### config.mk
export PLATFORM = sky130hd
export DESIGN_NAME = vga_copper
export DESIGN_NICKNAME = d
export VERILOG_FILES = /design/src/rtl/vga_copper_pkg.sv /design/src/rtl/vga_copper.sv
export SDC_FILE = /design/constraint.sdc
export NUM_CORES = 1
export LEC_CHECK = 0
export ABC_AREA = 1
export BUFFER_PORTS_ARGS = -buffer_cell sky130_fd_sc_hd__clkbuf_2
export CELL_PAD_IN_SITES_DETAIL_PLACEMENT = 1
export CELL_PAD_IN_SITES_GLOBAL_PLACEMENT = 1
export CORE_MARGIN = 1.5
export CORE_UTILIZATION = 32
export CTS_CLUSTER_SIZE = 25
export DETAILED_ROUTE_END_ITERATION = 6
export HOLD_SLACK_MARGIN = 0.06
export PLACE_DENSITY_LB_ADDON = 0.12
export SKIP_CTS_REPAIR_TIMING = 1
export SLEW_MARGIN = 10
export SYNTH_ARGS = -nofsm -noshare
export SYNTH_HDL_FRONTEND = slang
export SYNTH_SLANG_ARGS = --single-unit
export TNS_END_PERCENT = 5
### constraint.sdc
create_clock -name clk -period 2.15 [get_ports clk]
set_clock_uncertainty 0.2 [all_clocks]
set_input_delay 0.1075 -clock clk [delete_from_list [all_inputs] [get_ports clk]]
set_output_delay 0.1075 -clock clk [all_outputs]
set_load 0.005 [all_outputs]
### src/rtl/vga_copper_pkg.sv
// vga_copper_pkg: shared opcode/state enums, command-word field positions and register indices.
package vga_copper_pkg;

  typedef enum logic [1:0] {
    OP_WRITE = 2'b00,
    OP_JUMP  = 2'b01,
    OP_END   = 2'b10,
    OP_RSVD  = 2'b11
  } opcode_e;

  typedef enum logic [2:0] {
    S_IDLE,
    S_FETCH,
    S_LATCH,
    S_BUS,
    S_GAP
  } state_e;

  localparam int CMD_W   = 40;
  localparam int OP_HI   = 39;
  localparam int OP_LO   = 38;
  localparam int IDX_HI  = 37;
  localparam int IDX_LO  = 32;
  localparam int DATA_HI = 31;
  localparam int DATA_LO = 0;

  localparam logic [5:0] WAIT_COND   = 6'd6;
  localparam logic [5:0] BG_COLOR_01 = 6'd7;

endpackage

### src/rtl/vga_copper.sv
// vga_copper: command-list sequencer that fetches 40-bit words and replays WRITEs as Wishbone
// single writes, with JUMP/END flow control, level stop abort and a sticky reserved-opcode error.
module vga_copper
  import vga_copper_pkg::*;
#(
  parameter int         ADDR_W    = 8,
  parameter logic [7:0] CORE_BASE = 8'h04
) (
  input  logic              clk,
  input  logic              reset_n,
  input  logic              start,
  input  logic              stop,
  output logic [ADDR_W-1:0] cmd_addr,
  output logic              cmd_rd,
  input  logic [CMD_W-1:0]  cmd_data,
  output logic [31:0]       wb_addr_o,
  output logic [31:0]       wb_data_o,
  output logic [3:0]        wb_sel_o,
  output logic              wb_we_o,
  output logic              wb_stb_o,
  output logic              wb_cyc_o,
  input  logic              wb_ack_i,
  output logic              busy,
  output logic              done,
  output logic              err
);

  state_e            state, state_nx;
  logic [ADDR_W-1:0] pc, pc_nx;
  logic              abort, abort_nx, done_nx, err_nx, load;
  opcode_e           op;

  assign op = opcode_e'(cmd_data[OP_HI:OP_LO]);

  always_comb begin
    state_nx = state;
    pc_nx    = pc;
    abort_nx = abort;
    done_nx  = 1'b0;
    err_nx   = err;
    load     = 1'b0;
    case (state)
      S_IDLE: if (start) begin
        state_nx = S_FETCH;
        pc_nx    = '0;
        abort_nx = 1'b0;
        err_nx   = 1'b0;
      end
      S_FETCH: begin
        state_nx = stop ? S_GAP : S_LATCH;
        abort_nx = stop;
      end
      S_LATCH: if (stop) begin
        state_nx = S_GAP;
        abort_nx = 1'b1;
      end else if (op == OP_WRITE) begin
        state_nx = S_BUS;
        load     = 1'b1;
      end else if (op == OP_JUMP) begin
        state_nx = S_FETCH;
        pc_nx    = cmd_data[ADDR_W-1:0];
      end else begin
        state_nx = S_IDLE;
        done_nx  = 1'b1;
        err_nx   = err | (op == OP_RSVD);
      end
      // an ack coinciding with stop still completes the write
      S_BUS: if (wb_ack_i || stop) begin
        state_nx = S_GAP;
        abort_nx = stop;
        pc_nx    = wb_ack_i ? pc + 1'b1 : pc;
      end
      S_GAP: state_nx = abort ? S_IDLE : S_FETCH;
      default: state_nx = S_IDLE;
    endcase
  end

  always_ff @(posedge clk or negedge reset_n) begin
    if (!reset_n) begin
      state     <= S_IDLE;
      pc        <= '0;
      abort     <= 1'b0;
      done      <= 1'b0;
      err       <= 1'b0;
      wb_addr_o <= '0;
      wb_data_o <= '0;
    end else begin
      state <= state_nx;
      pc    <= pc_nx;
      abort <= abort_nx;
      done  <= done_nx;
      err   <= err_nx;
      if (load) begin
        wb_addr_o <= {CORE_BASE, 16'h0, cmd_data[IDX_HI:IDX_LO], 2'b00};
        wb_data_o <= cmd_data[DATA_HI:DATA_LO];
      end
    end
  end

  assign cmd_rd   = state == S_FETCH;
  assign cmd_addr = pc;
  assign wb_cyc_o = state == S_BUS;
  assign wb_stb_o = state == S_BUS;
  assign wb_we_o  = state == S_BUS;
  assign wb_sel_o = {4{state == S_BUS}};
  assign busy     = state != S_IDLE;

endmodule

==> results.cfg, run 1 <==
[global_route]
grt_pass1_vias = 2495
grt.overflow.total = 0
grt_max_degree = 54
antenna_found_initial = 0
grt_use_total = 0.173
grt_pass1_wl_um = 12200

[yosys]
synth_adder_area_share = 0.00454
synthMuxAreaShare = 0
synth_cells = 351
synth_area_mm2 = 0.00276
ys_seq_area_frac = 0.481
yosysWarnings = 0
synth-xor-area-share = 0
yosys.area_share.simple = 0.350
ys_ff_latch = 53
synth_top_family_by_area = simple AND/OR/NAND/NOR gates
synth_compound_area_frac = 0.0318
avgSynthCellArea_um2 = 7.85
yosysUniqueCellTypes = 26

[place]
placed_cells = 546
dp_hpwl_um = 5720
dpl_cell_area_mm2 = 0.00327
io_buffers = 102
pre_cts_slack_ps = 289
gp_congestion = 0.801

[setup_path]
crit_end = wb_data_o[0]
critPathBufInv = 2
cp_slowest_cell = dfrtp_1
crit_family = simple AND/OR/NAND/NOR gates
rr_worst_depth = 7
worstPathRequired_ps = 2150
critPathKind = reg2reg
cp-end-kind = flop
max_stage_delay_ps = 480
critical_path_arrival_ps = 1860
worstPathCellList = inv_2 -> nand3_4 -> nor2_8 -> nand2_2 -> buf_12 -> nand2_1 -> o21ai_2
crit_path_max_fanout = 39
worstSetupStartpoint = state[2]
rrSetupSlack_ps = 290
r2r_start = state[2]
crit_path_start_kind = flop
rr_endpoint = wb_data_o[0]
cp_num_cells = 7

[cts]
cts_root_buffer = clkbuf_8
clock-sinks = 53
clock_latency_ps = 300
htreeDepth = 2
clock_path_buffers = 2
cts_buffers = 5
cts_tree = built
cts.reportedPaths.clkPinSlew_ps = 90

[die]
chipHeight_um = 95.8
start_util = 0.332
rows = 33
io_pins = 128
core_area_mm2 = 0.00830
die-area_mm2 = 0.00918
die_w_um = 95.8

[timing]
setup_slack_ps = 293
final-hold-violation-count = 0
fin_tns_setup_ps = 0
rsz0062_at_grt = false
setup_viol = 0
timing.hold.ws_ps = 58.3
slew_violations = 0
fin_crit_ps = 1860
post-route-period-util = 0.864
timing.fmax_mhz = 538

[routing]
dr.pass1.iters = 4
routed_wl_um = 8140
drc = 0
vias = 2679
postRouteAntennaNets = 0
wl_per_cell_um = 13.7
viasPerCell = 4.51
drtIter0Drc = 97

[layout]
n_fill_cell = 1058
nets = 534
area_growth_pct = 36.3
drive_gt1_frac = 0.268
design_area_mm2 = 0.00376
final_cells = 594
insertedDiodeCount = 0

[flow_run]
maxCapViolCount = 0

[pwr]
powerDensity_mw_per_mm2 = 1050
leakagePower_nw = 2.15
vdd_ir_drop_max_v = 0.000460

[worst_hold_path]
hold_class = in2reg
min_from = stop

[run_status]
run_status = finished clean
where the power goes:
part,total [mW],switching (mW),internal [mW]
logic,1.66,0.949,0.707
registers,1.74,0.336,1.40
clock network,0.559,0.333,0.226
synthesized netlist by cell type:
master    number  area share
dfrtp_1       53        0.48
inv_1         17       0.023
o21ai_1        2      0.0036
a22oi_1        1      0.0027
nor2_4         2      0.0082
nand3b_1       1      0.0027
ha_1           1      0.0045
o21ai_0        3      0.0054
nand2_1      137        0.19
conb_1         1      0.0014
o22ai_1        1      0.0023
buf_2          6       0.011
nand2_4        1      0.0041
nor2_8         1      0.0073
clkbuf_1       3      0.0041
inv_2          2      0.0027
o21ai_2        3      0.0095
nand2_2        3      0.0068
nor2_1        20       0.027
nand3_4        1      0.0064
a21oi_1        3      0.0054
o21bai_1       1      0.0027
buf_4         33       0.090
nor4_1         1      0.0023
nor2_2         2      0.0045
nand3_1       52       0.094
sequential cells by signal (all words and copies together) (netlist names):
name       cells
wb_data_o     32
wb_addr_o      7
cmd_addr       8
err            1
abort          1
done           1
state          3
kinds of logic (layout without fill, tap and decap cells):
group,count (synthesis),count (layout)
and+or+nand+nor,221,221
buffers and inverters,61,175
DFF,53,53
AOI/OAI and AO/OA,14,14
adders and majority gates,1,1
other,1,25
final cells by class:
class / instances / area (µm²) / share of cell area
timing repair buffer: 148 / 981 / 0.261
inverter: 19 / 71.3 / 0.0190
multi-input combinational: 261 / 1160 / 0.309
sequential: 53 / 1330 / 0.353
tap: 105 / 131 / 0.0350
clock buffer: 5 / 68.8 / 0.0183
clock inverter: 3 / 17.5 / 0.00466
worst register-to-register path, cell delays in order, from the launching register on:
cell,delay (ps)
dfrtp_1,480
inv_2,160
nand3_4,150
nor2_8,220
nand2_2,170
buf_12,220
nand2_1,100
o21ai_2,50
stage by stage:
step / util / power (mW)
after detailed placement: 0.394 / 3.38
after CTS: 0.404 / 3.96
after floorplan: - / 2.65
final: 0.453 / 3.95
after global placement: 0.394 / 3.32
after global routing: 0.453 / 4.35
layer usage:
layer	global-route usage	share of wire	up-vias
met1	0.222	0.42	1264
li1	-	-	1326
met5	0	0	-
met2	0.281	0.51	83
met3	0.0545	0.054	6
met4	0.0453	0.010	0
worst min path at each step:
stage,to,slack (ps),cells past startpoint
after floorplan,abort,-390,0
after global placement,wb_data_o[26],-70,2
after detailed placement,wb_data_o[26],-70,2
after CTS,wb_data_o[26],-420,2
after global routing,wb_data_o[5],90,4
final,state[2],60,3
placed cells by master (no fill, tap or decap), types with 4 or more instances in the layout:
cell type,instances
conb_1,25
nand3_1,52
inv_1,17
buf_4,4
clkbuf_8,5
nand2_1,137
dfrtp_1,53
dlygate4sd3_1,40
clkbuf_2,102
nor2_1,20
No activity file was read; power rests on OpenSTA's default activity.
==> inputs of run 2 (changes only) <==
--- a/config.mk
+++ b/config.mk
@@ -5,12 +5,11 @@
 export SDC_FILE = /design/constraint.sdc
 export NUM_CORES = 1
 export LEC_CHECK = 0
-export ABC_AREA = 1
 export BUFFER_PORTS_ARGS = -buffer_cell sky130_fd_sc_hd__clkbuf_2
 export CELL_PAD_IN_SITES_DETAIL_PLACEMENT = 1
 export CELL_PAD_IN_SITES_GLOBAL_PLACEMENT = 1
 export CORE_MARGIN = 1.5
-export CORE_UTILIZATION = 32
+export CORE_UTILIZATION = 35
 export CTS_CLUSTER_SIZE = 25
 export DETAILED_ROUTE_END_ITERATION = 6
 export HOLD_SLACK_MARGIN = 0.06
==> results.cfg, run 2 <==
[setup_path]
cp-end-kind = flop
critical_path_arrival_ps = 2010
cp_slowest_cell = dlygate4sd3_1
critPathBufInv = 3
worstPathCellList = dlygate4sd3_1 -> clkbuf_2 -> nand2b_2 -> or4_4 -> buf_4 -> mux2_4
crit_family = buffers and inverters
rrSetupSlack_ps = 170
crit_path_start_kind = input pin
crit_path_max_fanout = 11
critPathKind = in2reg
max_stage_delay_ps = 540
worstPathRequired_ps = 2140

[pwr]
pwr-share-comb = 0.410
seqPwrFrac = 0.412
swShare = 0.321
p_int_mw = 2.68
p_clk_frac = 0.178
powerDensity_mw_per_mm2 = 1040
vdd_ir_drop_max_v = 0.000380
leakagePower_nw = 2.08
power_switching_mw = 1.27

[place]
dp_hpwl_um = 4690
dpl_cell_area_mm2 = 0.00325
gp_congestion = 0.765
pre_cts_slack_ps = 20.0
io_buffers = 102

[flow_run]
maxCapViolCount = 0

[timing]
timing.fmax_mhz = 495
rsz0062_at_grt = false
setup_viol = 0
slew_headroom = 0.571
fin_crit_ps = 2020
final-hold-violation-count = 0
setup_slack_ps = 131
post-route-period-util = 0.939
worst_slew_pin_slew_ps = 644
slew_violations = 0
fin_tns_setup_ps = 0

[routing]
vias = 2159
viasPerCell = 4.64
wl_met3_um = 376
wl_met2_um = 3420
postRouteAntennaNets = 0
routed_wl_um = 7050
wl_per_cell_um = 15.2
routed.top_layer = met4
dr.pass1.iters = 4
wl_met1_um = 3180
drc = 0
drtIter0Drc = 41

[die]
die_w_um = 91.1
rows = 31
start_util = 0.369
io_pins = 128
die-area_mm2 = 0.00831
core_area_mm2 = 0.00737
chipHeight_um = 91.1

[layout]
nets = 411
mostFrequentLayoutCells = clkbuf_2 (102), dfrtp_1 (53), dlygate4sd3_1 (44)
final_common_cell = clkbuf_2
largest_reg_flops = 32
insertedDiodeCount = 0
design_area_mm2 = 0.00381
n_fill_cell = 826
largest_register = wb_data_o
area_growth_pct = 40.0
drive_gt1_frac = 0.443

[yosys]
synth_area_mm2 = 0.00272
yosysMostFrequentCell = dfrtp_1
synth_top_area_share = 0.488
avgSynthCellArea_um2 = 12.4
yosysUniqueCellTypes = 44
async_flop_share = 1.00
yosysWarnings = 0
ys_ff_latch = 53
synth_cells = 219
yosysTopAreaCell = dfrtp_1
synth_edf_count = 0
ys_seq_area_frac = 0.488
yosys_most_used_dff = dfrtp_1
ys_top_cells_by_area = dfrtp_1 (49%), mux2_4 (21%), buf_4 (8.6%), o21ai_0 (1.8%), buf_6 (1.7%)
yosys-top-cells-count = dfrtp_1 (53), mux2_4 (38), buf_4 (31), o21ai_0 (10), nand2_1 (9)

[cts]
htreeDepth = 2
cts_buffers = 5
cts_root_buffer = clkbuf_8
clock-sinks = 53
cts.reportedPaths.clkPinSlew_ps = 90
clock_path_buffers = 2
clock_latency_ps = 300
cts_tree = built

[global_route]
grt_pass1_wl_um = 9960
grt_use_total = 0.150
antenna_found_initial = 0
grt.overflow.total = 0
grt_pass1_vias = 1947
grt_max_degree = 32

[worst_hold_path]
hold_class = in2async

[run_status]
run_status = finished clean
run 2: cell families (layout without fill, tap and decap cells):
kind of cell | count (synthesis) | in the layout | share of synthesized area
XOR/XNOR | 1 | 1 | 0.00322
adder cells (fa/ha/maj) | 1 | 1 | 0.00460
AND/OR/NAND/NOR | 45 | 45 | 0.0939
multiplexers | 39 | 39 | 0.214
flip-flops | 53 | 53 | 0.488
buffers and inverters | 47 | 170 | 0.119
other | 1 | 25 | 0.00138
AO/OA/AOI/OAI | 32 | 32 | 0.0764
run 2: per-layer routing:
| metal | vias up | global-route usage |
|---|---|---|
| li1 | 1003 | - |
| met1 | 1070 | 0.215 |
| met2 | 80 | 0.230 |
| met3 | 6 | 0.0285 |
| met4 | 0 | 0.0430 |
| met5 | - | 0 |
run 2: stage by stage:
stage	cells	util	hold slack, ps	power [mW]
floorplan	243	-	-388	2.54
global placement	413	0.441	-46.6	3.14
detailed placement	413	0.441	-38.5	3.19
CTS	421	0.456	-380	3.91
global route	465	0.516	189	4.22
finish	465	0.516	147	3.94
run 2: worst paths after layout:
check / cells after the start / startpoint / end
hold / removal: 2 / reset_n / wb_data_o[17]
max in group asynchronous: 3 / reset_n / wb_addr_o[4]
setup / recovery: 6 / stop / wb_data_o[11]
hold reg to reg: 1 / wb_addr_o[26] / wb_addr_o[26]
min in group clk: 1 / wb_addr_o[26] / wb_addr_o[26]
setup reg to reg: 5 / state[0] / cmd_addr[6]
run 2: worst register-to-register path: stages (launching register included):
cell and delay, ps:
dfrtp_1 400, buf_4 200, nor4b_2 360, a221oi_1 200
or4_1 490, nand3_1 80
run 2: final cells by class:
cell class / count / area, µm² / share of cell area
flip-flops and latches: 53 / 1330 / 0.348
multi-input cells: 143 / 1160 / 0.305
repair buffers: 157 / 1060 / 0.278
well taps: 99 / 124 / 0.0325
clock buffers: 7 / 86.3 / 0.0227
clock inverters: 1 / 30.0 / 0.00789
inverters: 5 / 18.8 / 0.00493
run 2: power by group through the flow:
| stage | logic (mW) | clock network [mW] | registers (mW) |
|---|---|---|---|
| 2_1_floorplan | 0.911 | 0 | 1.63 |
| 3_3_place_gp | 1.52 | 0 | 1.62 |
| 3_5_place_dp | 1.56 | 0 | 1.63 |
| 4_1_cts | 1.56 | 0.731 | 1.62 |
| 5_1_grt | 1.78 | 0.759 | 1.68 |
| 6_report | 1.62 | 0.702 | 1.62 |
